<file path="src/rtl/axi_fetch_unit.sv">
// axi_fetch_unit: instruction fetch front end. Issues aligned line-sized INCR
// bursts on AXI AR, splits R beats into 32-bit instructions, and queues
// {inst, pc} for decode. A redirect flushes the queue and discards any burst
// that is still in flight.

// One instruction slot of a beat: decides whether the slot is kept and what its PC is.
module axi_fetch_lane #(
  parameter int ADDR_WIDTH = 64,
  parameter int IDX_W      = 4,
  parameter int BEAT_W     = 3,
  parameter int IPB        = 2,
  parameter int LANE       = 0
) (
  input  logic [BEAT_W-1:0]     beat,
  input  logic [IDX_W-1:0]      skip,
  input  logic [ADDR_WIDTH-1:0] line_base,
  input  logic                  beat_ok,
  output logic                  keep,
  output logic [ADDR_WIDTH-1:0] pc
);
  logic [IDX_W-1:0] idx;

  assign idx  = IDX_W'(beat) * IDX_W'(IPB) + IDX_W'(LANE);
  // Slots ahead of the fetch PC within the first line are dropped.
  assign keep = beat_ok && (idx >= skip);
  assign pc   = line_base + ADDR_WIDTH'({idx, 2'b00});
endmodule

module axi_fetch_unit #(
  parameter int ID_WIDTH   = 13,
  parameter int ADDR_WIDTH = 64,
  parameter int DATA_WIDTH = 64,
  parameter int BURST_LEN  = 8,
  parameter int FIFO_DEPTH = 16,
  parameter int AXI_ID     = 0
) (
  input  logic                  clk,
  input  logic                  reset,
  input  logic [ADDR_WIDTH-1:0] entry,
  input  logic                  redirect_valid,
  input  logic [ADDR_WIDTH-1:0] redirect_pc,
  output logic                  out_valid,
  input  logic                  out_ready,
  output logic [31:0]           out_inst,
  output logic [ADDR_WIDTH-1:0] out_pc,
  output logic                  fetch_err,
  output logic [ID_WIDTH-1:0]   m_axi_arid,
  output logic [ADDR_WIDTH-1:0] m_axi_araddr,
  output logic [7:0]            m_axi_arlen,
  output logic [2:0]            m_axi_arsize,
  output logic [1:0]            m_axi_arburst,
  output logic                  m_axi_arvalid,
  input  logic                  m_axi_arready,
  input  logic [DATA_WIDTH-1:0] m_axi_rdata,
  input  logic [1:0]            m_axi_rresp,
  input  logic                  m_axi_rlast,
  input  logic                  m_axi_rvalid,
  output logic                  m_axi_rready
);
  localparam int IPB     = DATA_WIDTH / 32;
  localparam int LINE    = BURST_LEN * DATA_WIDTH / 8;
  localparam int LINE_LG = $clog2(LINE);
  localparam int IDX_W   = LINE_LG - 2;
  localparam int BEAT_W  = (BURST_LEN > 1) ? $clog2(BURST_LEN) : 1;
  localparam int AW      = $clog2(FIFO_DEPTH);
  localparam int PTR_W   = AW + 1;
  localparam int NEED    = BURST_LEN * IPB;
  localparam logic [ADDR_WIDTH-1:0] LINE_MASK = ADDR_WIDTH'(LINE - 1);

  typedef enum logic [1:0] {IDLE, AR, R, DRAIN} state_t;

  state_t                       state, nstate;
  logic [ADDR_WIDTH-1:0]        fetch_pc, ar_addr;
  logic [IDX_W-1:0]             skip;
  logic [BEAT_W-1:0]            beat;
  logic                         kill;
  logic [PTR_W-1:0]             rd_ptr, wr_ptr, count, free, push_cnt;
  logic [PTR_W-1:0]             slot_off [IPB];
  logic [31:0]                  inst_mem [FIFO_DEPTH];
  logic [ADDR_WIDTH-1:0]        pc_mem   [FIFO_DEPTH];
  logic [IPB-1:0]               keep;
  logic [IPB-1:0][ADDR_WIDTH-1:0] lane_pc;
  logic [IPB-1:0][31:0]         lane_inst;
  logic                         ar_hs, r_hs, r_ok, beat_ok, pop;

  assign m_axi_arid    = ID_WIDTH'(AXI_ID);
  assign m_axi_arlen   = 8'(BURST_LEN - 1);
  assign m_axi_arsize  = 3'($clog2(DATA_WIDTH / 8));
  assign m_axi_arburst = 2'b01;
  assign m_axi_araddr  = ar_addr;
  assign m_axi_arvalid = (state == AR);
  assign m_axi_rready  = (state == R) || (state == DRAIN);

  assign ar_hs   = m_axi_arvalid && m_axi_arready;
  assign r_hs    = m_axi_rvalid && m_axi_rready;
  assign r_ok    = (m_axi_rresp == 2'b00);
  assign beat_ok = (state == R) && r_hs && r_ok && !redirect_valid;

  assign count     = wr_ptr - rd_ptr;
  assign free      = PTR_W'(FIFO_DEPTH) - count;
  assign out_valid = (count != '0);
  assign out_inst  = inst_mem[rd_ptr[AW-1:0]];
  assign out_pc    = pc_mem[rd_ptr[AW-1:0]];
  assign pop       = out_valid && out_ready && !redirect_valid;
  assign lane_inst = m_axi_rdata;

  for (genvar k = 0; k < IPB; k++) begin : g_lane
    axi_fetch_lane #(
      .ADDR_WIDTH(ADDR_WIDTH), .IDX_W(IDX_W), .BEAT_W(BEAT_W), .IPB(IPB), .LANE(k)
    ) u_lane (
      .beat(beat), .skip(skip), .line_base(ar_addr), .beat_ok(beat_ok),
      .keep(keep[k]), .pc(lane_pc[k])
    );
  end

  // Next state: a request only starts when a whole burst fits, so R never stalls.
  always_comb begin
    nstate = state;
    case (state)
      IDLE:  if (!redirect_valid && !fetch_err && free >= PTR_W'(NEED)) nstate = AR;
      AR:    if (ar_hs) nstate = (kill || redirect_valid) ? DRAIN : R;
      R:     if (r_hs && m_axi_rlast) nstate = IDLE;
             else if (redirect_valid || (r_hs && !r_ok)) nstate = DRAIN;
      DRAIN: if (r_hs && m_axi_rlast) nstate = IDLE;
      default: nstate = IDLE;
    endcase
  end

  // Fetch control: request address, skip offset, beat count, error and PC tracking.
  always_ff @(posedge clk) begin
    if (reset) begin
      state     <= IDLE;
      fetch_pc  <= entry;
      ar_addr   <= '0;
      skip      <= '0;
      beat      <= '0;
      kill      <= 1'b0;
      fetch_err <= 1'b0;
    end else begin
      state <= nstate;
      // araddr is latched so a redirect cannot disturb a pending request.
      if (state == IDLE && nstate == AR) begin
        ar_addr <= fetch_pc & ~LINE_MASK;
        kill    <= 1'b0;
      end
      if (state == AR && redirect_valid) kill <= 1'b1;
      if (ar_hs) begin
        skip <= fetch_pc[LINE_LG-1:2];
        beat <= '0;
      end
      if (state == R && r_hs) beat <= beat + BEAT_W'(1);
      if (state == R && r_hs && !r_ok) fetch_err <= 1'b1;
      if (redirect_valid) fetch_pc <= redirect_pc;
      else if (state == R && r_hs && m_axi_rlast && r_ok) fetch_pc <= ar_addr + ADDR_WIDTH'(LINE);
    end
  end

  // Pack kept slots of a beat into consecutive FIFO entries.
  always_comb begin
    push_cnt = '0;
    for (int k = 0; k < IPB; k++) begin
      slot_off[k] = push_cnt;
      if (keep[k]) push_cnt = push_cnt + PTR_W'(1);
    end
  end

  // FIFO pointers: redirect flushes by snapping read to write.
  always_ff @(posedge clk) begin
    if (reset) begin
      rd_ptr <= '0;
      wr_ptr <= '0;
    end else if (redirect_valid) begin
      rd_ptr <= wr_ptr;
    end else begin
      if (pop) rd_ptr <= rd_ptr + PTR_W'(1);
      wr_ptr <= wr_ptr + push_cnt;
    end
  end

  // FIFO storage writes, up to IPB entries per cycle.
  always_ff @(posedge clk) begin
    for (int k = 0; k < IPB; k++) begin
      if (keep[k]) begin
        inst_mem[AW'(wr_ptr + slot_off[k])] <= lane_inst[k];
        pc_mem[AW'(wr_ptr + slot_off[k])]   <= lane_pc[k];
      end
    end
  end
endmodule

</file>
<file path="config.mk">
export PLATFORM = sky130hd
export DESIGN_NAME = axi_fetch_unit
export DESIGN_NICKNAME = d
export VERILOG_FILES = /design/src/rtl/axi_fetch_unit.sv
export SDC_FILE = /design/constraint.sdc
export NUM_CORES = 2
export LEC_CHECK = 0
export BUFFER_PORTS_ARGS = -buffer_cell sky130_fd_sc_hd__buf_2
export CAP_MARGIN = 20
export CORE_MARGIN = 2
export CORE_UTILIZATION = 40
export CTS_CLUSTER_DIAMETER = 40
export DETAILED_ROUTE_END_ITERATION = 8
export GPL_ROUTABILITY_DRIVEN = 0
export GPL_TIMING_DRIVEN = 0
export PLACE_DENSITY = 0.63
export SYNTH_ARGS = -nofsm -noshare
export SYNTH_HDL_FRONTEND = slang
export SYNTH_SLANG_ARGS = --single-unit
</file>
<file path="constraint.sdc">
create_clock -name clk -period 8.6 [get_ports clk]
set_clock_uncertainty 0.15 [all_clocks]
set_input_delay 1.72 -clock clk [delete_from_list [all_inputs] [get_ports clk]]
set_output_delay 1.72 -clock clk [all_outputs]
set_load 0.02 [all_outputs]
</file>
After elaboration in Yosys (flattened, before gate mapping)
Memories as Yosys holds them, arrays and structs flattened. A register that Yosys moved wholly into a read port is not among the register bits.
Cells that the tools add are included.
{"block": "word_totals", "out_inout_bits": 190, "ff_bits": 143, "inputBits": 201, "memories": 2, "ram_bits": 1536}
{"memory": "pc_mem", "depth": 16, "word_bits": 64, "rd": 1, "rd_ports_with_merged_regs": 1, "write_ports": 2, "line_no": "80", "rtl": "logic [ADDR_WIDTH-1:0] pc_mem [FIFO_DEPTH];"}
{"memory": "inst_mem", "depth": 16, "word_bits": 32, "rd": 1, "rd_ports_with_merged_regs": 1, "write_ports": 2, "line_no": "79", "rtl": "logic [31:0] inst_mem [FIFO_DEPTH];"}
{"block": "classes", "add_sub_neg": 11, "eq_ne": 4, "mux": 26, "reduce_logical": 31, "n_lt_le_gt_ge": 3}
{"op": "two-way mux 64 bit", "count": 3}
{"op": "adder 64 x 6 -> 64 bit", "count": 2}
{"op": "adder 64 x 7 -> 64 bit (second input constant)", "count": 1}
{"op": "logical AND 1 bit", "count": 18}
{"op": "two-way mux 4 bit", "count": 4}
{"op": "two-way mux 5 bit", "count": 3}
{"op": "adder 5 x 1 -> 5 bit (second input constant)", "count": 2}
{"op": "two-way mux 2 bit", "count": 5}
{"op": ">= comparator 4 bit", "count": 2}
{"op": "two-way mux 1 bit", "count": 8}
{"op": "one-hot mux 2 bit (4 select lines)", "count": 1}
{"op": "two-way mux 3 bit", "count": 2}
{"op": "nonzero test 2 bit", "count": 3}
{"op": "adder 5 bit", "count": 1}
{"op": ">= comparator 5 bit (second input constant)", "count": 1}
{"op": "nonzero test 5 bit", "count": 1}
{"op": "subtractor 5 bit", "count": 1}
{"op": "subtractor 5 bit (first input constant)", "count": 1}
{"op": "adder 4 x 1 -> 4 bit (second input constant)", "count": 1}
{"op": "adder 4 bit", "count": 1}
{"op": "equality test 2 x 1 -> 1 bit (second input constant)", "count": 2}
{"op": "equality test 2 bit (second input constant)", "count": 2}
{"op": "zero test 2 bit", "count": 2}
{"op": "adder 3 x 1 -> 3 bit (second input constant)", "count": 1}
{"op": "3 further kinds", "count": 7}

Longest topological paths before layout
{"block": "depth", "word_depth": 12, "mapped_depth": 16}

Cells and area by module
A second synthesis with hierarchy kept.
{"block": "hier_totals", "cells_unflattened": 5384, "hier_area_um2": 87407.6}
{"module": "axi_fetch_unit", "area_per_inst_um2": 84202.0, "cells_per_inst": 4934, "n_inst": 1}
{"module": "axi_fetch_lane at g_lane[1].u_lane", "area_per_inst_um2": 1695.4, "cells_per_inst": 238, "n_inst": 1}
{"module": "axi_fetch_lane at g_lane[0].u_lane", "area_per_inst_um2": 1510.2, "cells_per_inst": 212, "n_inst": 1}

Worst setup path before layout
No wires, ideal clock.
{"block": "synth_timing", "kind": "input to register", "from": "input redirect_valid", "to": "memory inst_mem[7][0] (enable)", "path_slack_ps": 1438, "stages": 11, "arrival_ps": 6522, "path_cell_list": "or2_4 -> nor4_4 -> a21boi_4 -> ha_1 -> nand2_1 -> xor2_1 -> a22o_1 -> clkbuf_1 -> nand4_1 -> o21ai_2 -> clkbuf_1"}
{"item": "from (decl)", "line_no": "40", "rtl": "input logic redirect_valid,"}
{"item": "to (decl)", "line_no": "79"}

==> results.md <==
- Fin. Hold Viols: 0
- WP data arrival: 7.74 ns
- CTS Sinks: 1649
- Routed Antenna Nets: 0
- Syn_area_per_cell: 15.79 µm²
- Fmax: 135.7 MHz
- Final min period: 7.368 ns
- Max cap viols: 0
- Mapped cell area: 77200 µm²
- Syn. warnings: 0
- Max FO, Critical Path: 55
- Die W: 443.3 µm
- Final #Nets: 5774
- Most common cell after layout, fill and taps aside: edfxtp_1
- Final setup viols: 0
- Remaining DRCs: 0
- DRT iter0 DRCs: 5521
- Seq cells post-synth: 1649
- Tot GR Track Use: 25.35%
- DR WL/cell: 30.56 µm
- HP Class: reg2reg
- Cell variety after synth: 56
- Starting Density: 40.17%
- Peak VDD IR: 0.0001582 V
- Synth Instances: 4890
- CTS tree: yes
- Core ar.: 192200 µm²
- Initial antenna violation count: 19
- Post-DP HPWL: 171.3 mm
- Slowest stage delay, CP: 1.05 ns
- Number of synthesized flops with an enable pin: 1550
- Hold Buf Count CTS: 0
- Row count: 161
- Layout area overhead: 18.05%
- Worst setup EP type: register
- CP bufs+invs: 5
- Pleak: 30.50 nW
- Fin Hold WS: 0.3001 ns
- Period utilization: 85.67%
- I/O Buffers: 351
- Ys flop type: edfxtp_1
- Power Total: 19.53 mW
- Req. time, crit path: 8.98 ns
- First-pass GRT wire length: 353.8 mm
- Slew @ Worst Pin: 1.287 ns
- Commonest cells after routing, fill and taps aside: edfxtp_1, nor2b_1, mux2_2
- Post-CTS sizing: 0
- RSZ-0062 raised after global routing: no
- P per Cell Area: 214.3 nW/µm²
- Drt pass-1 iters: 5
- Worst setup path class: in2reg
- Max H-tree Level: 4
- Setup repair bufs after CTS: 0
- Final global-route overflow total: 0
- Clk slew on worst S/H paths: 0.06 ns
- Num CTS Buffers: 212
- Number of vias in the routed layout: 47160
- CP Cell Sequence: buf_2, or2_4, nor4_4, a21boi_4, ha_1, ha_1, nor2b_1, a22o_1, clkbuf_1, nand4b_1, o21a_1, clkbuf_1, inv_6, buf_16
- IO Count: 391
- Crit path max-delay family: buffers and inverters
- Root buf cell: clkbuf_16
- Layout cells sized above 1: 32.50%
- Worst Setup Start Kind: input pin
- Status: complete, no violations
- Clk_lat worst skew: 0.86 ns
- Chip Height: 443.3 µm
- Sequential element share of the synthesized area: 62.86%
- DP Worst Slack: 0.6008 ns
- Relative slew slack: 14.19%
- Clk buf depth: 3
- WL final: 252.6 mm
- Final Slew Violations: 0
- Vias in the first global route: 47210
- Highest-delay cell along the critical path: o21a_1
- Die ar.: 196500 µm²
- Vias per std cell: 5.705
- Largest net degree at the start of global routing: 67
- Final worst slack: 1.232 ns
- Asr flop ratio synth: 0%
[layer usage]
metal / track usage (%) / share of wire (%) / up-vias / wire length (µm)
met2: 41.32 / 48 / 2335 / 122000
met1: 32.24 / 38 / 24500 / 95110
li1: - / - / 19810 / -
met3: 5.007 / 8.3 / 502 / 21080
met5: 0 / 0.032 / - / 81
met4: 12.91 / 5.7 / 18 / 14320
[flip-flops by register name, summed over array words and instances (netlist names), named ones only]
register and flops:
skip 4, rd_ptr 5, fetch_err 1, kill 1, inst_mem 512, pc_mem 992
state 2, wr_ptr 5, beat 3, m_axi_araddr 58, fetch_pc 62
[where the power goes]
part / switching (mW) / total, mW / internal (mW)
sequential: 0.0543 / 8.82 / 8.76
combinational: 0.838 / 1.37 / 0.537
clock: 3.66 / 9.34 / 5.68
total: 4.55 / 19.5 / 15.0
[synth_stat cells (all sizes together) (69+ instances only)]
| master | n | share of area [%] |
|---|---|---|
| nor2b | 642 | 5.2 |
| a21oi | 106 | 0.69 |
| clkbuf | 407 | 2.0 |
| buf | 119 | 0.83 |
| and2 | 236 | 1.9 |
| edfxtp | 1550 | 60 |
| nand2 | 204 | 0.99 |
| mux4 | 470 | 14 |
| o21ai | 69 | 0.46 |
| mux2 | 513 | 7.5 |
| nor2 | 130 | 0.63 |
| dfxtp | 99 | 2.6 |
[path summary, 6_finish.rpt]
kind	from	end	slack, ns	cells after the start
max reg2reg	beat[0]$_SDFFE_PP0P_	inst_mem[5][18]$_DFFE_PP_	1.81	16
min	pc_mem[9][2]$_SDFFE_PP1N_	pc_mem[9][2]$_SDFFE_PP1N_	0.30	2
min reg2reg	pc_mem[9][2]$_SDFFE_PP1N_	pc_mem[9][2]$_SDFFE_PP1N_	0.30	2
max	redirect_valid	inst_mem[5][18]$_DFFE_PP_	1.23	14
[cells by family (layout without fill, tap and decap cells)]
kind of cell | after synthesis | after routing | synth area share, %
mux | 987 | 987 | 21.25
other cells | 2 | 39 | 0.009728
flops | 1649 | 1649 | 62.86
buf+inv | 564 | 1377 | 2.992
simple gates | 1350 | 1350 | 9.912
xor+xnor | 57 | 57 | 0.6467
fa+ha+maj | 20 | 20 | 0.3436
compound gates | 261 | 261 | 1.990
[area by class of cell]
| cell class | instances | area (µm²) |
|---|---|---|
| inverter | 38 | 202.7 |
| sequential | 1649 | 48530 |
| timing repair buffer | 417 | 3103 |
| clock buffer | 249 | 5622 |
| antenna | 5 | 12.51 |
| fill | 16550 | 101000 |
| clock inverter | 147 | 1814 |
| buffer | 526 | 2191 |
| multi-input combinational | 2709 | 26500 |
| tap | 2526 | 3161 |
[worst register-to-register path, cell delays in order, from the launching register on]
cell	delay (ns)
dfxtp_1	0.41
inv_1	0.16
clkbuf_1	0.27
ha_1	0.37
nor2b_1	0.15
o21bai_1	0.11
a21boi_4	0.37
ha_1	0.29
ha_1	0.29
nor2b_1	0.09
a22o_1	0.23
clkbuf_1	0.15
nand4b_1	0.44
o21a_1	1.05
clkbuf_1	0.91
inv_6	0.55
buf_16	0.42
[stage by stage]
step	util, %	cell area, µm²	setup TNS [ns]	std cells
detailed placement	43.44	83490	0	7853
finish	47.42	91130	0	8266
global placement	42.79	82240	-2801.23	7799
global route	47.41	91120	0	8261
CTS	47.31	90930	0	8249
floorplan	-	77320	0	4922
No activity file was read; power rests on OpenSTA's default activity.
